$ cat src/rtl/seven_seg_scroller.sv
// Scrolls a message from a 16-entry segment register file across four digits, right to left.
// Define SCROLL_LOOP_EN to repeat the pass until STOP or CLR instead of ending after one pass.
module seven_seg_scroller #(
    parameter int unsigned TICK_DIV = 4
) (
    input  logic       CLK,
    input  logic       CLR,
    input  logic       START,
    input  logic       STOP,
    input  logic [3:0] LEN,
    input  logic [6:0] DATA,
    output logic       RA3,
    output logic       RA2,
    output logic       RA1,
    output logic       RA0,
    output logic [6:0] HEX0,
    output logic [6:0] HEX1,
    output logic [6:0] HEX2,
    output logic [6:0] HEX3,
    output logic       BUSY,
    output logic       DONE
);

    localparam int unsigned PTR_W  = 4;
    localparam int unsigned SEG_W  = 7;
    localparam int unsigned TICK_W = 16;
    localparam logic [TICK_W-1:0] TICK_LAST = TICK_W'(TICK_DIV - 1);

    typedef enum logic [1:0] {
        S_IDLE = 2'd0,
        S_ADDR = 2'd1,
        S_LOAD = 2'd2,
        S_WAIT = 2'd3
    } state_e;

    state_e              state_q, state_d;
    logic [PTR_W-1:0]    ptr_q, ptr_d;
    logic [PTR_W-1:0]    len_q, len_d;
    logic [TICK_W-1:0]   tick_q, tick_d;
    logic [SEG_W-1:0]    hex0_q, hex0_d;
    logic [SEG_W-1:0]    hex1_q, hex1_d;
    logic [SEG_W-1:0]    hex2_q, hex2_d;
    logic [SEG_W-1:0]    hex3_q, hex3_d;
    logic                busy_q, busy_d;
    logic                done_q, done_d;
    logic                tick_end_c;
    logic                last_c;

    assign tick_end_c = (tick_q == TICK_LAST);
    assign last_c     = (ptr_q == len_q);

    // State register
    always_ff @(posedge CLK) begin
        if (CLR) begin
            state_q <= S_IDLE;
        end else begin
            state_q <= state_d;
        end
    end

    // Next-state logic; STOP overrides every transition
    always_comb begin
        state_d = state_q;
        case (state_q)
            S_IDLE: if (START) state_d = S_ADDR;
            S_ADDR: state_d = S_LOAD;
            S_LOAD: state_d = S_WAIT;
            S_WAIT: begin
                if (tick_end_c) begin
                    if (!last_c) begin
                        state_d = S_ADDR;
                    end else begin
`ifdef SCROLL_LOOP_EN
                        state_d = S_ADDR;
`else
                        state_d = S_IDLE;
`endif
                    end
                end
            end
            default: state_d = S_IDLE;
        endcase
        if (STOP) state_d = S_IDLE;
    end

    // Datapath and output next values
    always_comb begin
        ptr_d  = ptr_q;
        len_d  = len_q;
        tick_d = tick_q;
        hex0_d = hex0_q;
        hex1_d = hex1_q;
        hex2_d = hex2_q;
        hex3_d = hex3_q;
        done_d = 1'b0;
        case (state_q)
            S_IDLE: begin
                if (START) begin
                    ptr_d  = '0;
                    len_d  = LEN;
                    hex0_d = '0;
                    hex1_d = '0;
                    hex2_d = '0;
                    hex3_d = '0;
                end
            end
            S_LOAD: begin
                hex3_d = hex2_q;
                hex2_d = hex1_q;
                hex1_d = hex0_q;
                hex0_d = DATA;
                tick_d = '0;
            end
            S_WAIT: begin
                tick_d = tick_q + TICK_W'(1);
                if (tick_end_c) begin
                    tick_d = '0;
                    if (!last_c) begin
                        ptr_d = ptr_q + PTR_W'(1);
                    end else begin
                        ptr_d  = '0;
                        done_d = 1'b1;
                    end
                end
            end
            default: ;
        endcase
        if (STOP) begin
            ptr_d  = '0;
            tick_d = '0;
            hex0_d = '0;
            hex1_d = '0;
            hex2_d = '0;
            hex3_d = '0;
            done_d = 1'b0;
        end
        busy_d = (state_d != S_IDLE);
    end

    // Datapath registers
    always_ff @(posedge CLK) begin
        if (CLR) begin
            ptr_q  <= '0;
            len_q  <= '0;
            tick_q <= '0;
            hex0_q <= '0;
            hex1_q <= '0;
            hex2_q <= '0;
            hex3_q <= '0;
            busy_q <= 1'b0;
            done_q <= 1'b0;
        end else begin
            ptr_q  <= ptr_d;
            len_q  <= len_d;
            tick_q <= tick_d;
            hex0_q <= hex0_d;
            hex1_q <= hex1_d;
            hex2_q <= hex2_d;
            hex3_q <= hex3_d;
            busy_q <= busy_d;
            done_q <= done_d;
        end
    end

    assign RA3  = ptr_q[3];
    assign RA2  = ptr_q[2];
    assign RA1  = ptr_q[1];
    assign RA0  = ptr_q[0];
    assign HEX0 = hex0_q;
    assign HEX1 = hex1_q;
    assign HEX2 = hex2_q;
    assign HEX3 = hex3_q;
    assign BUSY = busy_q;
    assign DONE = done_q;

endmodule

$ cat config.mk
export PLATFORM = sky130hd
export DESIGN_NAME = seven_seg_scroller
export DESIGN_NICKNAME = d
export VERILOG_FILES = /design/src/rtl/seven_seg_scroller.sv
export SDC_FILE = /design/constraint.sdc
export NUM_CORES = 1
export LEC_CHECK = 0
export CORE_ASPECT_RATIO = 1.75
export CORE_UTILIZATION = 36
export CTS_BUF_LIST = sky130_fd_sc_hd__clkbuf_8
export DETAILED_ROUTE_END_ITERATION = 12
export HOLD_SLACK_MARGIN = 0.12
export PLACE_DENSITY = 0.71
export SYNTH_ARGS = -nofsm -noshare
export SYNTH_HDL_FRONTEND = slang
export SYNTH_SLANG_ARGS = --single-unit
$ cat constraint.sdc
create_clock -name CLK -period 2.01 [get_ports CLK]
set_clock_uncertainty 0.2 [all_clocks]
set_input_delay 0.201 -clock CLK [delete_from_list [all_inputs] [get_ports CLK]]
set_output_delay 0.201 -clock CLK [all_outputs]
set_load 0.01 [all_outputs]
# [Word-level counts from Yosys, hierarchy flattened]
# Index checks and enable logic that the tools add are counted.
[word_totals] ff_bits=56 in_bits=15 wordCells=48
[classes] n_addsub=2 n_eq_ne=7 n_mux=17 bitwise=2 reduce_logical=10
[ops] operator="$pmux W7 S2" n=4
[ops] operator="$pmux W16 S2" n=1
[ops] operator="$add A16 B1 Y16 const B" n=1
[ops] operator="$eq A16 B2 Y1 const B" n=1
[ops] operator="$mux W16" n=1
[ops] operator="$mux W4" n=3
[ops] operator="$pmux W2 S4" n=1
[ops] operator="$pmux W4 S2" n=1
[ops] operator="$reduce_bool A2 Y1" n=4
[ops] operator="$mux W7" n=1
[ops] operator="$mux W2" n=3
[ops] operator="$add A4 B1 Y4 const B" n=1
[ops] operator="$eq A2 B2 Y1 const B" n=2
[ops] operator="$eq A4 B4 Y1" n=1
[ops] operator="$ne A2 B2 Y1 const B" n=2
[ops] operator="$reduce_and A2 Y1" n=2
[ops] operator="$reduce_or A4 Y1" n=1
[ops] operator="$reduce_and A3 Y1" n=1
[ops] operator="$eq A2 B1 Y1 const B" n=1
[ops] operator="$logic_not A2 Y1" n=1
[ops] operator="$mux W1" n=2
[ops] operator="$not A1 Y1" n=2
[ops] operator="$reduce_or A2 Y1" n=1

# [Longest topological paths before layout]
# Gate-level depths: netlist (run 1).
[depth] ltp_word=6 mapped_depth=7 mapped_depth_nobuf=5

# [Worst setup path after synthesis (run 1)]
# Ideal clock, no wire load.
[synth_timing] path_type="reg-to-reg" from="reg tick_q[0]" to="reg ptr_q[0]" setup_time_ns=0.128 t_arrival_ns=1.566 slack_ns=0.116 path_stages_with_launch=8 n_path_buf=2 path_cell_list="dfxtp_1 ha_1 nor4b_2 nand4_2 buf_6 buf_6 o211ai_2 o31ai_2"
[synth_between] elab_chain_len=3
[synth_lines] item="from (decl)" line_no="39" text="logic [TICK_W-1:0] tick_q, tick_d;"
[synth_lines] item="from (signal assigned)" line_no="155" text="tick_q <= tick_d;"
[synth_lines] item="$eq A16 B2 Y1" line_no="49" text="assign tick_end_c = (tick_q == TICK_LAST);"
[synth_lines] item="$ne A2 B2 Y1 (no line)"
[synth_lines] item="$reduce_and A3 Y1 (no line)"
[synth_lines] item="to (signal assigned)" line_no="153" text="ptr_q <= ptr_d;"
[synth_lines] item="to (decl)" line_no="37" text="logic [PTR_W-1:0] ptr_q, ptr_d;"
# No other way between the ends.
# A chain may end at the register's enable or synchronous reset.

# [Worst setup path after layout (run 1)]
[layout_timing] from="reg tick_q[8]" to="reg ptr_q[2]"
# Same word-level chain as after synthesis.

==> impl_metrics.json, run 1 <==
{
  "finalInstanceArea_sq_um": 3267,
  "grt_overflow": 0,
  "yosys_warnings": 0,
  "clock_path_buffers": 2,
  "hold_viol_final": 0,
  "final_nets": 349,
  "core_area_sq_um": 6636,
  "avgSynthCellArea_sq_um": 9.044,
  "grt_busiest_layer": "met2",
  "grt_pass1_vias": 2190,
  "viasPerCell": 5.484,
  "die_x_um": 64.95,
  "io_buffers": 48,
  "synth-edff-count": 0,
  "die_h_um": 112.2,
  "drcViolationCount": 0,
  "numCtsBuffers": 5,
  "synthMostInstantiatedCell": "dfxtp_1",
  "use_met2_pct": 30.63,
  "vias": 2276,
  "end_kind": "register",
  "drive_gt1_share_pct": 12.91,
  "worst-slew-pin-transition_ns": 0.4475,
  "post_cts_buffers": 0,
  "start_util_pct": 37.61,
  "dieArea_sq_um": 7284,
  "synth_top_area_share_pct": 44.91,
  "antenna_found_initial": 0,
  "crit_type": "register to register",
  "yosys.area.top_type": "dfxtp_1",
  "worstSkewPairLatency_ns": 0.33,
  "ant_nets": 0,
  "grt_max_degree": 30,
  "hold_depth": 3,
  "worstRegToRegCells": 5,
  "cp_max_fo": 13,
  "path_clk_slew_ns": 0.11,
  "fin_crit_ns": 1.917,
  "synthCells": 276,
  "syn_nets": 293,
  "ys_seq_area_share_pct": 44.91,
  "powerDensity_nw_per_um2": 592.0,
  "dp.cells": 407,
  "rsz0062_at_grt": "false",
  "vdd_drop_max_uv": 532.1,
  "leakage_nw": 1.053,
  "worstPathRequired_ns": 2.00,
  "drt_iter0_markers": 88,
  "hpwl_um": 4274,
  "area_growth_pct": 30.88,
  "yosys.cell_types.count": 49,
  "clock-sinks": 56,
  "final-max-slew-violation-count": 0,
  "critical_path_arrival_ns": 1.91,
  "wl_per_cell_um": 14.02,
  "placementRows": 39,
  "fmax_ghz": 0.5217,
  "track_usage_pct": 17.17,
  "grt_pass1_wl_um": 9915,
  "cts_max_level": 2,
  "setup_tns_ns": 0,
  "min_path_type": "input pin to register",
  "grt_use_met1_pct": 18.34,
  "postPlaceCellArea_sq_um": 3153,
  "synth_seq_cells": 56,
  "clockRootBuffer": "clkbuf_8",
  "use_met3_pct": 3.659,
  "antennaDiodeCount": 0,
  "ios": 49,
  "fin_crit_sh_pct": 95.36,
  "finalSetupViolations": 0,
  "syn_area_sq_um": 2496,
  "postCtsHoldBufs": 0,
  "synth_common_cells": "dfxtp_1, nor2_1, a22oi_1",
  "synth-async-reset-ratio_pct": 0,
  "max_slew_margin_pct": 70.09,
  "cap_violations": 0,
  "status": "finished clean",
  "routed_wl_um": 5820,
  "start_kind": "register",
  "final_cells": 415,
  "place_congestion": 0.8081,
  "drt-pass1-iter-count": 4,
  "cts_tree": "yes",
  "netlist_top_cells_area": "dfxtp_1, a22oi_1, nor2_1",
  "hold_ws_ns": 0.2837,
  "final_core_util_pct": 49.23,
  "synth_ff_type": "dfxtp_1"
}
layout make-up:
| cell class | instances | area, sq um |
|---|---|---|
| sequential | 56 | 1121 |
| clock inverter | 3 | 28.78 |
| fill | 635 | 3369 |
| clock buffer | 5 | 68.82 |
| inverter | 6 | 22.52 |
| timing repair buffer | 69 | 663.1 |
| multi-input combinational | 194 | 1260 |
| tap | 82 | 102.6 |
critical path: stages (launching register included):
cell,delay [ns]
dfxtp_1,0.39
nor4_2,0.44
nand4_2,0.21
buf_12,0.20
o21ai_1,0.19
o221ai_1,0.14
per-layer routing:
| metal | vias up | part of all wire [%] | wire length (um) |
|---|---|---|---|
| li1 | 1122 | - | - |
| met1 | 1088 | 40 | 2329 |
| met2 | 53 | 53 | 3056 |
| met3 | 13 | 4.4 | 255 |
| met4 | 0 | 3.1 | 179 |
| met5 | - | 0 | 0 |
power breakdown:
| part | leakage (nW) | switching, W | internal, W | total, W |
|---|---|---|---|---|
| Combinational | 0.550 | 0.0000720 | 0.0000629 | 0.000135 |
| Sequential | 0.452 | 0.00000664 | 0.00112 | 0.00112 |
| Clock | 0.0511 | 0.000411 | 0.000264 | 0.000675 |
| Total | 1.05 | 0.000490 | 0.00144 | 0.00193 |
final timing paths:
kind / start / to / slack, ns
max reg2reg: tick_q[8] / ptr_q[2] / 0.09
max: tick_q[8] / ptr_q[2] / 0.09
min: DATA[4] / HEX0[4] / 0.28
min reg2reg: tick_q[13] / tick_q[13] / 0.31
cell families (layout without fill, tap and decap cells):
kind of cell	Yosys count	count (layout)	share of synthesized area [%]
AO/OA/AOI/OAI	68	68	19.10
XOR/XNOR	8	8	2.807
adder cells (fa/ha/maj)	2	2	1.002
buffers and inverters	26	83	5.514
flip-flops	56	56	44.91
multiplexers	5	5	2.005
AND/OR/NAND/NOR	111	111	24.66
cell usage in the layout (no fill, tap or decap), drive strengths merged, types with 2 or more instances in the layout:
cell type / count
nand2: 15
a41oi: 2
o211ai: 4
inv: 9
dfxtp: 56
or3: 2
a21oi: 5
a31oi: 11
nand2b: 4
buf: 21
clkbuf: 5
nor4: 6
nand3: 12
or4b: 2
o22ai: 3
clkdlybuf4s50: 48
nor2b: 3
nor3: 9
nand4: 10
xnor2: 7
o21ai: 10
nor2: 39
mux2i: 5
ha: 2
a22oi: 28
per-stage QoR:
step           setup slack, ns  total power, W
4_1_cts                0.03875        0.001954
2_1_floorplan           0.1159        0.001221
3_5_place_dp           0.06515        0.001285
5_1_grt              0.0005327        0.002015
3_3_place_gp            0.1137        0.001284
6_report               0.09328        0.001934
what timing repair did:
item | in CTS | in global routing
endpoints found under the hold margin | 0 | 0
resized for setup | 0 | 2
setup endpoints to repair | 0 | 3
flip-flops by register name, indices dropped and copies added, names as in the netlist:
register and flops:
DONE 1, HEX1 7, BUSY 1, ptr_q 4, state_q 2, tick_q 16
HEX3 7, len_q 4, HEX0 7, HEX2 7
Power figures use the tool's default switching activity.
==> inputs of run 2 (changes only) <==
--- a/config.mk
+++ b/config.mk
@@ -6,4 +6,5 @@
 export NUM_CORES = 1
 export LEC_CHECK = 0
+export ABC_AREA = 1
 export CORE_ASPECT_RATIO = 1.75
 export CORE_UTILIZATION = 36
==> constraint.sdc (replaced) <==
create_clock -name CLK -period 2.01 [get_ports CLK]
set_clock_uncertainty 0.2 [all_clocks]
set_input_delay 0.402 -clock CLK [delete_from_list [all_inputs] [get_ports CLK]]
set_output_delay 0.402 -clock CLK [all_outputs]
set_load 0.01 [all_outputs]
==> run 2 against run 1 <==
Net effect:
- register-to-register slack better by 0.097 ns
- global-route usage fell by 0.37 points
- die area up 5.9%
- critical path type is now register to output pin
- combinational power is 21% higher
==> impl_metrics.json, run 2 <==
{
  "grt_pass1_vias": 2343,
  "placementRows": 41,
  "hold_ws_ns": 0.2666,
  "seqCellArea_sq_um": 1125,
  "slowest_delay_ns": 0.58,
  "yosys.cell_types.count": 27,
  "finalSetupViolations": 0,
  "routed_wl_um": 6053,
  "setup_tns_ns": 0,
  "synth_common_cells": "nand2_1, dfxtp_1, nor2_1",
  "vdd_drop_max_uv": 321.0,
  "clockPowerShare_pct": 33.3,
  "drt-pass1-iter-count": 4,
  "fin_ws_ns": 0.09390,
  "antennaDiodeCount": 0,
  "drt_iter0_markers": 141,
  "final_cells": 515,
  "place_congestion": 0.8675,
  "hpwl_um": 4395,
  "vias": 2494,
  "grt_overflow": 0,
  "rsz0062_at_grt": "false",
  "largest_register": "tick_q",
  "avgSynthCellArea_sq_um": 6.927,
  "worstPathRequired_ns": 1.41,
  "dp.cells": 507,
  "clock_path_buffers": 2,
  "critical_path_arrival_ns": 1.31,
  "die_x_um": 66.81,
  "crit_chain": "clkdlybuf4s50_1",
  "cts_tree": "yes",
  "ys_seq_area_share_pct": 42.36,
  "antenna_found_initial": 0,
  "ff2ff_setup_slack_ns": 0.19,
  "yosys.area.top_type": "dfxtp_1",
  "syn_nets": 399,
  "io_buffers": 48,
  "worstSkewPairLatency_ns": 0.32,
  "largest_reg_flops": 16,
  "combPwrFrac_pct": 8.4,
  "p_switching_w": 0.0004940,
  "synth_seq_cells": 56,
  "final_cell_mix": "nand2_1, dfxtp_1, clkdlybuf4s50_1, nor2_1, a21oi_1",
  "viasPerCell": 4.843,
  "worst_path_max_delay_cell": "clkdlybuf4s50_1",
  "place_worst_setup_slack_ns": 0.1553,
  "synth_top_area_share_pct": 42.36,
  "die_h_um": 115.4,
  "cp_max_fo": 4,
  "end_kind": "output pin",
  "grt_max_degree": 43,
  "synth-edff-count": 0,
  "yosys_warnings": 0,
  "numCtsBuffers": 5,
  "fill_cells": 759,
  "final_common_cell": "nand2_1",
  "leakage_nw": 1.182,
  "area_growth_pct": 25.25,
  "start_util_pct": 36.85,
  "syn_area_sq_um": 2646,
  "synth-async-reset-ratio_pct": 0,
  "grt_pass1_wl_um": 10050,
  "synth_ff_type": "dfxtp_1",
  "powerDensity_nw_per_um2": 586.2,
  "drive_gt1_share_pct": 11.66,
  "fmax_ghz": 0.5219,
  "crit_type": "register to output pin",
  "dieArea_sq_um": 7711,
  "start_kind": "register",
  "worst-slew-pin-transition_ns": 0.3340,
  "worstPathBufferInverterCount": 1,
  "fin_crit_sh_pct": 95.33,
  "drcViolationCount": 0,
  "wl_per_cell_um": 11.75,
  "postCtsHoldBufs": 0,
  "hold_viol_final": 0,
  "p_seq_share_pct": 58.3,
  "internal-power_w": 0.001449,
  "fin_crit_ns": 1.916,
  "critPathTopFamily": "buffers and inverters",
  "status": "finished clean",
  "synthMostInstantiatedCell": "nand2_1",
  "path_clk_slew_ns": 0.10,
  "final_nets": 445,
  "core_area_sq_um": 7182,
  "synthCells": 382,
  "swShare_pct": 25.43,
  "netlist_top_cells_area": "dfxtp_1, nand2_1, a21oi_1",
  "min_path_type": "register to register",
  "ios": 49,
  "cap_violations": 0,
  "total_power_w": 0.001943,
  "clock-sinks": 56,
  "track_usage_pct": 16.80,
  "clockRootBuffer": "clkbuf_8",
  "cts_max_level": 2,
  "multi_input_area_sq_um": 1323,
  "final-max-slew-violation-count": 0,
  "ant_nets": 0,
  "max_slew_margin_pct": 77.70
}
[run 2: cell types whose count changed in the layout (fill, tap and decap cells not counted), sizes merged, moves of 6 or more]
cell and delta:
inv +21, nor2 +6, o21ai -7, nor3 -6, nand3 +7, nor4 -6
a21oi +42, a22oi -28, buf -15, nand2 +131, a31oi -11
[run 2: power groups by stage]
| stage | combinational, W | sequential, W | clock [W] |
|---|---|---|---|
| after detailed placement | 0.000164 | 0.00116 | 0 |
| after floorplan | 0.0000976 | 0.00116 | 0 |
| final | 0.000163 | 0.00113 | 0.000648 |
| after CTS | 0.000164 | 0.00113 | 0.000672 |
| after global routing | 0.000179 | 0.00113 | 0.000714 |
| after global placement | 0.000161 | 0.00116 | 0 |
[run 2: what timing repair did]
action,CTS,global route
resized for setup,0,3
endpoints found under the setup margin,0,3
buffers inserted,0,0
[run 2: worst paths after layout]
check | start | end | cells past startpoint
setup / recovery | ptr_q[3] | RA3 | 1
hold / removal | HEX3[0] | HEX3[0] | 2
setup reg to reg | tick_q[0] | tick_q[12] | 7
hold reg to reg | HEX3[0] | HEX3[0] | 2
[run 2: per-layer routing]
metal  track usage, %  up-vias  routed length (um)
met2            30.64       34                3284
met1            18.08     1154                2522
met4            8.936        0                 104
li1                 -     1298                   -
met5                0        -                   0
met3            2.362        8                 143
[run 2: kinds of logic after synthesis]
group / share of synthesized area, %
xor gates and xnor gates: 1.655
and+or+nand+nor: 35.65
adders and majority gates: 0.9455
buffers and inverters: 7.659
AOI/OAI and AO/OA: 11.73
DFF: 42.36
[run 2: layout make-up]
type | count | share of cell area, %
Tap cell | 86 | 3.247
Inverter | 30 | 3.398
Sequential cell | 56 | 33.94
Timing Repair Buffer | 54 | 16.61
Clock buffer | 5 | 2.076
Clock inverter | 3 | 0.8305
Multi-Input combinational cell | 281 | 39.90
[run 2: per-stage QoR]
step | utilization, % | instance area, sq um
finish | 46.15 | 3314
global route | 46.15 | 3314
CTS | 46.10 | 3311
detailed placement | 44.76 | 3214
global placement | 44.76 | 3214
floorplan | - | 2646
==> inputs of run 3 (changes only) <==
- CORE_MARGIN: default -> 2
==> run 3 against run 2 <==
Net effect:
- combinational power is essentially flat
- register-to-register slack gained 0.02 ns
- power grew 0.83%
- critical endpoint is now RA2
- sequential cell count is the same
- global-route usage shrank 0.56 points
- setup slack lost 0.020 ns
- largest cell class unchanged
- worst hold slack gained 0.0019 ns
- clock-buffer cell count is the same
- critical path depth is the same
==> impl_metrics.json, run 3 (same netlist as run 2, synthesis figures left out) <==
{
  "start_kind": "register",
  "grt_max_degree": 36,
  "critPathTopFamily": "buffers and inverters",
  "worstSkewPairLatency_ns": 0.32,
  "grt_overflow": 0,
  "use_met2_pct": 28.13,
  "final_nets": 446,
  "track_usage_pct": 16.25,
  "clockRootBuffer": "clkbuf_8",
  "io_buffers": 48,
  "max_slew_margin_pct": 78.84,
  "clock-sinks": 56,
  "setup_tns_ns": 0,
  "clock_path_buffers": 2,
  "wl_per_cell_um": 11.70,
  "numCtsBuffers": 5,
  "vias": 2459,
  "cts_tree": "yes",
  "drt-pass1-iter-count": 4,
  "grt_pass1_vias": 2327,
  "fill_cells": 739,
  "rsz0062_at_grt": "false",
  "use_met3_pct": 2.876,
  "powerDensity_nw_per_um2": 590.2,
  "dieArea_sq_um": 8080,
  "cts_max_level": 2,
  "fin_ws_ns": 0.07431,
  "path_clk_slew_ns": 0.11,
  "final-max-slew-violation-count": 0,
  "crit_type": "register to output pin",
  "end_kind": "output pin",
  "viasPerCell": 4.766,
  "min_path_type": "register to register",
  "area_growth_pct": 25.44,
  "hpwl_um": 4425,
  "finalSetupViolations": 0,
  "fin_crit_sh_pct": 96.30,
  "cap_violations": 0,
  "drcViolationCount": 0,
  "final_common_cell": "nand2_1",
  "start_util_pct": 36.85,
  "antenna_found_initial": 0,
  "grt_use_met1_pct": 17.78,
  "vdd_drop_max_uv": 290.1,
  "crit_chain": "clkdlybuf4s50_1",
  "worst_path_max_delay_cell": "clkdlybuf4s50_1",
  "place_worst_setup_slack_ns": 0.1721,
  "status": "finished clean",
  "worstPathRequired_ns": 1.41,
  "grt_pass1_wl_um": 10230,
  "critical_path_arrival_ns": 1.33,
  "hold_viol_final": 0,
  "antennaDiodeCount": 0,
  "final_core_util_pct": 46.22,
  "ios": 49,
  "core_area_sq_um": 7182,
  "fmax_ghz": 0.5166,
  "ant_nets": 0,
  "worst-slew-pin-transition_ns": 0.3170,
  "fin_crit_ns": 1.936,
  "place_congestion": 0.8651,
  "final_cell_mix": "nand2_1, dfxtp_1, clkdlybuf4s50_1, nor2_1, a21oi_1",
  "die_x_um": 68.81,
  "cp_max_fo": 5,
  "grt_busiest_layer": "met2",
  "worstPathBufferInverterCount": 1,
  "drt_iter0_markers": 133,
  "slowest_delay_ns": 0.57,
  "die_h_um": 117.4,
  "largest_register": "tick_q",
  "routed_wl_um": 6036,
  "largest_reg_flops": 16,
  "leakage_nw": 1.185,
  "placementRows": 41,
  "drive_gt1_share_pct": 11.40,
  "hold_ws_ns": 0.2685
}
-- run 3: final cells by class --
class / instances / area (sq um) / share of cell area [%]
Multi-Input combinational cell: 281 / 1323 / 39.84
Timing Repair Buffer: 55 / 558.0 / 16.81
Inverter: 30 / 112.6 / 3.392
Clock inverter: 3 / 27.53 / 0.8293
Clock buffer: 5 / 68.82 / 2.073
Tap cell: 86 / 107.6 / 3.242
Sequential cell: 56 / 1122 / 33.81
-- run 3: worst paths after layout --
kind | from | end | slack, ns | depth (start not counted)
setup / recovery | ptr_q[2] | RA2 | 0.07 | 1
hold / removal | HEX3[0] | HEX3[0] | 0.27 | 2
setup reg to reg | tick_q[0] | tick_q[12] | 0.21 | 7
hold reg to reg | HEX3[0] | HEX3[0] | 0.27 | 2
-- run 3: layer usage --
metal  up-vias  share of wire (%)
met5         -                  0
met3        13                3.2
met4         0                3.0
li1       1294                  -
met1      1108                 40
met2        44                 53
-- run 3: metrics by stage --
stage | std cells | area, sq um | total power (W)
2_1_floorplan | 382 | 2646 | 0.001255
3_3_place_gp | 508 | 3222 | 0.001320
3_5_place_dp | 508 | 3222 | 0.001322
4_1_cts | 516 | 3318 | 0.001992
5_1_grt | 516 | 3319 | 0.002031
6_report | 516 | 3319 | 0.001959
-- run 3: report_power, final --
part / switching, W / leakage [nW] / internal, W
Combinational: 0.0000911 / 0.686 / 0.0000724
Clock: 0.000407 / 0.0463 / 0.000257
Sequential: 0.0000103 / 0.453 / 0.00112
Total: 0.000509 / 1.19 / 0.00145
-- run 3: repair_timing --
action                                  in CTS  in global routing
endpoints found under the setup margin       0                  1
setup buffers                                0                  0
resized for setup                            0                  1
hold buffers                                 0                  0
